$ cat config.mk
export PLATFORM = sky130hd
export DESIGN_NAME = multi_encoder_pwm
export DESIGN_NICKNAME = d
export VERILOG_FILES = /design/src/rtl/multi_encoder_pwm_pkg.sv /design/src/rtl/multi_encoder_pwm_channel.sv /design/src/rtl/multi_encoder_pwm.sv
export SDC_FILE = /design/constraint.sdc
export NUM_CORES = 1
export LEC_CHECK = 0
export CORE_MARGIN = 3
export CORE_UTILIZATION = 30
export DETAILED_ROUTE_END_ITERATION = 10
export MAX_ROUTING_LAYER = met4
export PLACE_DENSITY_LB_ADDON = 0.25
export SETUP_SLACK_MARGIN = 0.4
export SLEW_MARGIN = 20
export SYNTH_ARGS = -nofsm -noshare
export SYNTH_HDL_FRONTEND = slang
export SYNTH_SLANG_ARGS = --single-unit
export TNS_END_PERCENT = 50
$ cat constraint.sdc
create_clock -name clk -period 3 [get_ports clk]
set_input_delay 0.6 -clock clk [delete_from_list [all_inputs] [get_ports clk]]
set_output_delay 0.6 -clock clk [all_outputs]
set_load 0.005 [all_outputs]
$ cat src/rtl/multi_encoder_pwm_pkg.sv
// Shared definitions for the multi-channel encoder/PWM block: value update
// mode encoding and saturating arithmetic helpers.
package multi_encoder_pwm_pkg;

  typedef enum logic {
    MODE_SAT  = 1'b0,
    MODE_WRAP = 1'b1
  } mode_e;

  function automatic logic [31:0] sat_add(input logic [31:0] val,
                                          input logic [31:0] step,
                                          input logic [31:0] max_val);
    logic [32:0] sum;
    sum = {1'b0, val} + {1'b0, step};
    return (sum > {1'b0, max_val}) ? max_val : sum[31:0];
  endfunction

  function automatic logic [31:0] sat_sub(input logic [31:0] val,
                                          input logic [31:0] step);
    return (val < step) ? '0 : val - step;
  endfunction

endpackage

$ cat src/rtl/multi_encoder_pwm_channel.sv
// One encoder channel: 2-flop sync, tick-gated debounce, x4 quadrature decode,
// and the duty value register with host load override.
module encoder_channel
  import multi_encoder_pwm_pkg::*;
#(
  parameter int WIDTH    = 8,
  parameter int STEP     = 1,
  parameter int DB_COUNT = 4,
  parameter int INIT_VAL = 0
) (
  input  logic             clk,
  input  logic             reset,
  input  logic             enc_a,
  input  logic             enc_b,
  input  logic             tick,
  input  logic             mode_wrap,
  input  logic             load,
  input  logic [WIDTH-1:0] load_val,
  output logic [WIDTH-1:0] value
);

  localparam int CW = (DB_COUNT > 1) ? $clog2(DB_COUNT) : 1;
  localparam logic [CW-1:0] CNT_LAST = CW'(DB_COUNT - 1);
  localparam logic [WIDTH-1:0] MAX_VAL = '1;

  // bit 0 carries the A line, bit 1 the B line
  logic [1:0]         s1, s2, deb, prev;
  logic [1:0][CW-1:0] cnt;
  logic               step_ev, up;
  logic [WIDTH-1:0]   stepped;

  always_ff @(posedge clk or posedge reset) begin
    if (reset) begin
      s1   <= '0;
      s2   <= '0;
      deb  <= '0;
      prev <= '0;
      cnt  <= '0;
    end else begin
      s1   <= {enc_b, enc_a};
      s2   <= s1;
      prev <= deb;
      for (int unsigned k = 0; k < 2; k++) begin
        if (s2[k] == deb[k]) begin
          cnt[k] <= '0;
        end else if (tick) begin
          if (cnt[k] == CNT_LAST) begin
            deb[k] <= s2[k];
            cnt[k] <= '0;
          end else begin
            cnt[k] <= cnt[k] + CW'(1);
          end
        end
      end
    end
  end

  // A simultaneous change on both lines cancels in the XOR and is dropped
  assign step_ev = (deb[0] ^ prev[0]) ^ (deb[1] ^ prev[1]);
  assign up      = deb[0] ^ prev[1];

  always_comb begin
    stepped = value;
    if (mode_e'(mode_wrap) == MODE_WRAP) begin
      stepped = up ? value + WIDTH'(STEP) : value - WIDTH'(STEP);
    end else if (up) begin
      stepped = WIDTH'(sat_add(32'(value), 32'(STEP), 32'(MAX_VAL)));
    end else begin
      stepped = WIDTH'(sat_sub(32'(value), 32'(STEP)));
    end
  end

  always_ff @(posedge clk or posedge reset) begin
    if (reset) begin
      value <= WIDTH'(INIT_VAL);
    end else if (load) begin
      value <= load_val;
    end else if (step_ev) begin
      value <= stepped;
    end
  end

endmodule

$ cat src/rtl/multi_encoder_pwm.sv
// N-channel encoder-to-PWM block: shared debounce prescaler and PWM counter,
// per-channel shadowed duty registers so updates only land on period wrap.
module multi_encoder_pwm
  import multi_encoder_pwm_pkg::*;
#(
  parameter int CHANNELS = 3,
  parameter int WIDTH    = 8,
  parameter int STEP     = 1,
  parameter int DB_DIV   = 1,
  parameter int DB_COUNT = 4,
  parameter int INIT_VAL = 0
) (
  input  logic                                              clk,
  input  logic                                              reset,
  input  logic [CHANNELS-1:0]                               enc_a,
  input  logic [CHANNELS-1:0]                               enc_b,
  input  logic                                              mode_wrap,
  input  logic                                              load_en,
  input  logic [((CHANNELS > 1) ? $clog2(CHANNELS) : 1)-1:0] load_sel,
  input  logic [WIDTH-1:0]                                  load_val,
  output logic [CHANNELS*WIDTH-1:0]                         value_o,
  output logic [CHANNELS-1:0]                               pwm_o
);

  localparam int SW = (CHANNELS > 1) ? $clog2(CHANNELS) : 1;
  localparam int PW = (DB_DIV > 1) ? $clog2(DB_DIV) : 1;

  logic [PW-1:0]                presc;
  logic                         tick;
  logic [WIDTH-1:0]             pwm_cnt;
  logic [CHANNELS-1:0][WIDTH-1:0] ch_val;
  logic [CHANNELS-1:0][WIDTH-1:0] shadow;

  assign tick = (presc == PW'(DB_DIV - 1));

  always_ff @(posedge clk or posedge reset) begin
    if (reset) begin
      presc <= '0;
    end else begin
      presc <= tick ? '0 : presc + PW'(1);
    end
  end

  for (genvar i = 0; i < CHANNELS; i++) begin : g_ch
    encoder_channel #(
      .WIDTH    (WIDTH),
      .STEP     (STEP),
      .DB_COUNT (DB_COUNT),
      .INIT_VAL (INIT_VAL)
    ) u_ch (
      .clk       (clk),
      .reset     (reset),
      .enc_a     (enc_a[i]),
      .enc_b     (enc_b[i]),
      .tick      (tick),
      .mode_wrap (mode_wrap),
      .load      (load_en && (load_sel == SW'(i))),
      .load_val  (load_val),
      .value     (ch_val[i])
    );
  end

  assign value_o = ch_val;

  // Shadows refresh on the last count so each period uses one stable duty
  always_ff @(posedge clk or posedge reset) begin
    if (reset) begin
      pwm_cnt <= '0;
      shadow  <= {CHANNELS{WIDTH'(INIT_VAL)}};
      pwm_o   <= '0;
    end else begin
      pwm_cnt <= pwm_cnt + WIDTH'(1);
      if (pwm_cnt == '1) begin
        shadow <= ch_val;
      end
      for (int unsigned i = 0; i < CHANNELS; i++) begin
        pwm_o[i] <= (pwm_cnt < shadow[i]);
      end
    end
  end

endmodule

==> results.ini <==
[run_status]
status = completed

[cells_and_area]
fill_cells = 1762
seq_area_um2 = 2380
multi_input_comb_area_um2 = 2840
diodes = 0
layout-drive-gt1-share = 0.0912
syn2layout_area_growth_pct = 18.2
nets = 677

[synthesis]
yosys-top-cells-count = dfrtp_1 (95), nand2_1 (62), o21ai_0 (51), nor2_1 (38), ha_1 (37)
ys_seq_area_frac = 0.434
netlist_area_um2 = 5470
ys_types = 67
syn_inst = 582
synth_seq_cells = 95
synthArstFlopShare = 1.00
synth.most_common_cell = dfrtp_1
synth-edff-count = 0
synth.avg_cell_area_um2 = 9.40
synth_top_area_share = 0.434
syn_nets = 639
ys_warn_count = 0
synth_area_leader_cell = dfrtp_1
synth_area_leaders = dfrtp_1 (43%), ha_1 (8.5%), o21ai_0 (4.7%), nand2_1 (4.3%), xnor2_1 (3.4%)
synth_flop_cell = dfrtp_1

[route]
drt-met1-wl_um = 6350
top_layer = met4
ant_nets = 0
met2_length_um = 6550
met3WireLength_um = 510
drt_iter0_drc = 315
drc_errors = 0
first_pass_iters = 5
wl_per_cell_um = 16.1
via_per_inst = 5.23
routed_wl_um = 13700
num_vias = 4449

[clock_tree]
clockBufferDepth = 2
clock-sinks = 95
ctsHoldBuffers = 0
clk_latency_ps = 350
cts_buffers = 9
cts_setup_buffers = 0
htree_levels = 3
cts_tree = built
clkTransAtPathRegs_ps = 70
postCtsResizedCells = 0
ctsRootBufferMaster = clkbuf_16

[place]
io_buffer_count = 46
place_congestion = 0.890
hpwl_um = 9920

[global_routing]
antenna_found_initial = 0
grt-ovfl-total = 0
grt_pass1_vias = 4404
grt_usage = 0.147
grt_max_degree = 96
grt_first_pass_wirelength_um = 22900

[timing]
finalHoldViolations = 0
slew_viol_final = 0
finalSetupTns_ps = 0
rsz0062_at_grt = no
fin_skew_ps = 10.9
relSlewSlack = 0.486
period_needed_ps = 2390
worstMarginPinSlew_ps = 768
fmax_mhz = 419
finalCritPeriodShare = 0.796
setup_violations = 0

[die]
initial_utilization = 0.311
die_x_um = 141
rows = 48
die-area_um2 = 19900
die_y_um = 141
ioPinCount = 47
core_um2 = 17600

[worst_setup_path]
endpoint_kind = flip-flop
cp.required_ps = 3290
r2r_cells = 8
crit_path_start_kind = flip-flop
rrSetupSlack_ps = 610
regToRegStartpoint = g_ch[1].u_ch.value[0]
path_class = flip-flop to flip-flop
cp_data_arrival_time_ps = 2680
r2r_end = g_ch[1].u_ch.value[4]
crit_fanout = 12

[pwr]
ir_drop_mv = 0.468
power.total_mw = 6.56
power_density_nw_per_um2 = 1010
p_leak_nw = 2.70

[hold_path]
min_path_cells = 0
min_to = g_ch[1].u_ch.s2[1]
hp-start = g_ch[1].u_ch.s1[1]
hold_class = flip-flop to flip-flop

[flow_run]
cap_violations = 0

==> flip-flops by register name, indices dropped and copies added (netlist names) <==
name	count
g_ch.u_ch.value	24
g_ch.u_ch.s2	6
pwm_o	3
g_ch.u_ch.cnt	12
pwm_cnt	8
shadow	24
g_ch.u_ch.deb	6
g_ch.u_ch.prev	6
g_ch.u_ch.s1	6
==> report_power, final <==
group	switching, mW	total [mW]	internal [mW]
combinational	1.73	3.21	1.48
sequential	0.624	2.24	1.61
clock	0.517	1.11	0.598
total	2.87	6.56	3.68
==> layout by cell type (no fill, tap or decap), types with 6 or more instances in the layout <==
cell type        instances
nor4_1                   7
buf_4                    9
nor2b_1                  9
xnor2_1                 21
nand2_1                 62
o31ai_1                  7
nor2_1                  37
a22oi_1                  7
clkbuf_16                9
nor3_1                  14
mux2_2                   9
ha_1                    37
and3_1                   6
a21oi_1                 27
xor2_1                  15
dfrtp_1                 95
inv_1                   34
o22ai_1                 10
clkdlybuf4s50_1         46
o21ai_0                 51
nand3_1                 22
==> worst max-delay path by stage <==
stage | cells past startpoint | end | slack [ps] | from
3_5_place_dp | 8 | g_ch[1].u_ch.value[4] | 410 | mode_wrap
3_3_place_gp | 8 | g_ch[1].u_ch.value[4] | 540 | mode_wrap
4_1_cts | 8 | g_ch[1].u_ch.value[4] | 580 | g_ch[1].u_ch.value[0]
5_1_grt | 8 | g_ch[1].u_ch.value[4] | 460 | g_ch[1].u_ch.value[0]
6_report | 8 | g_ch[1].u_ch.value[4] | 610 | g_ch[1].u_ch.value[0]
2_1_floorplan | 9 | g_ch[1].u_ch.value[4] | 880 | g_ch[1].u_ch.value[0]
==> cell families (layout without fill, tap and decap cells) <==
group / count (synthesis) / after routing / synth area share
AO/OA/AOI/OAI: 147 / 147 / 0.172
AND/OR/NAND/NOR: 191 / 191 / 0.177
XOR/XNOR: 37 / 37 / 0.0606
buffers and inverters: 64 / 107 / 0.0485
adder cells (fa/ha/maj): 37 / 37 / 0.0846
multiplexers: 11 / 11 / 0.0222
flip-flops: 95 / 95 / 0.434
==> layout make-up <==
class,instances,area share
Sequential cell,95,0.368
Clock buffer,10,0.0369
Multi-Input combinational cell,423,0.438
Inverter,35,0.0209
Clock inverter,6,0.00793
Tap cell,225,0.0435
Timing Repair Buffer,56,0.0847
==> worst max-delay path, cell delays in order, from the launching register on <==
cell      delay [ps]
dfrtp_1          580
inv_1            140
ha_1             250
nor3b_2          180
a31oi_1          310
a21oi_1          130
or2_2            330
a221oi_1         270
a221o_1          160
==> through the flow <==
| step | util | instances | setup slack, ps | instance area [µm²] | hold WS (ps) |
|---|---|---|---|---|---|
| after floorplan | - | 582 | 876 | 5480 | 331 |
| after global routing | 0.368 | 850 | 457 | 6470 | 361 |
| after CTS | 0.367 | 850 | 584 | 6460 | 353 |
| after detailed placement | 0.351 | 834 | 411 | 6170 | 337 |
| after global placement | 0.351 | 834 | 543 | 6170 | 333 |
| final | 0.368 | 850 | 611 | 6470 | 351 |
==> routing by layer <==
layer,GRT usage,up-vias
met5,-,-
met4,0.0510,0
met3,0.0268,20
met2,0.229,116
met1,0.192,2173
li1,-,2140
No activity file was read; power rests on OpenSTA's default activity.
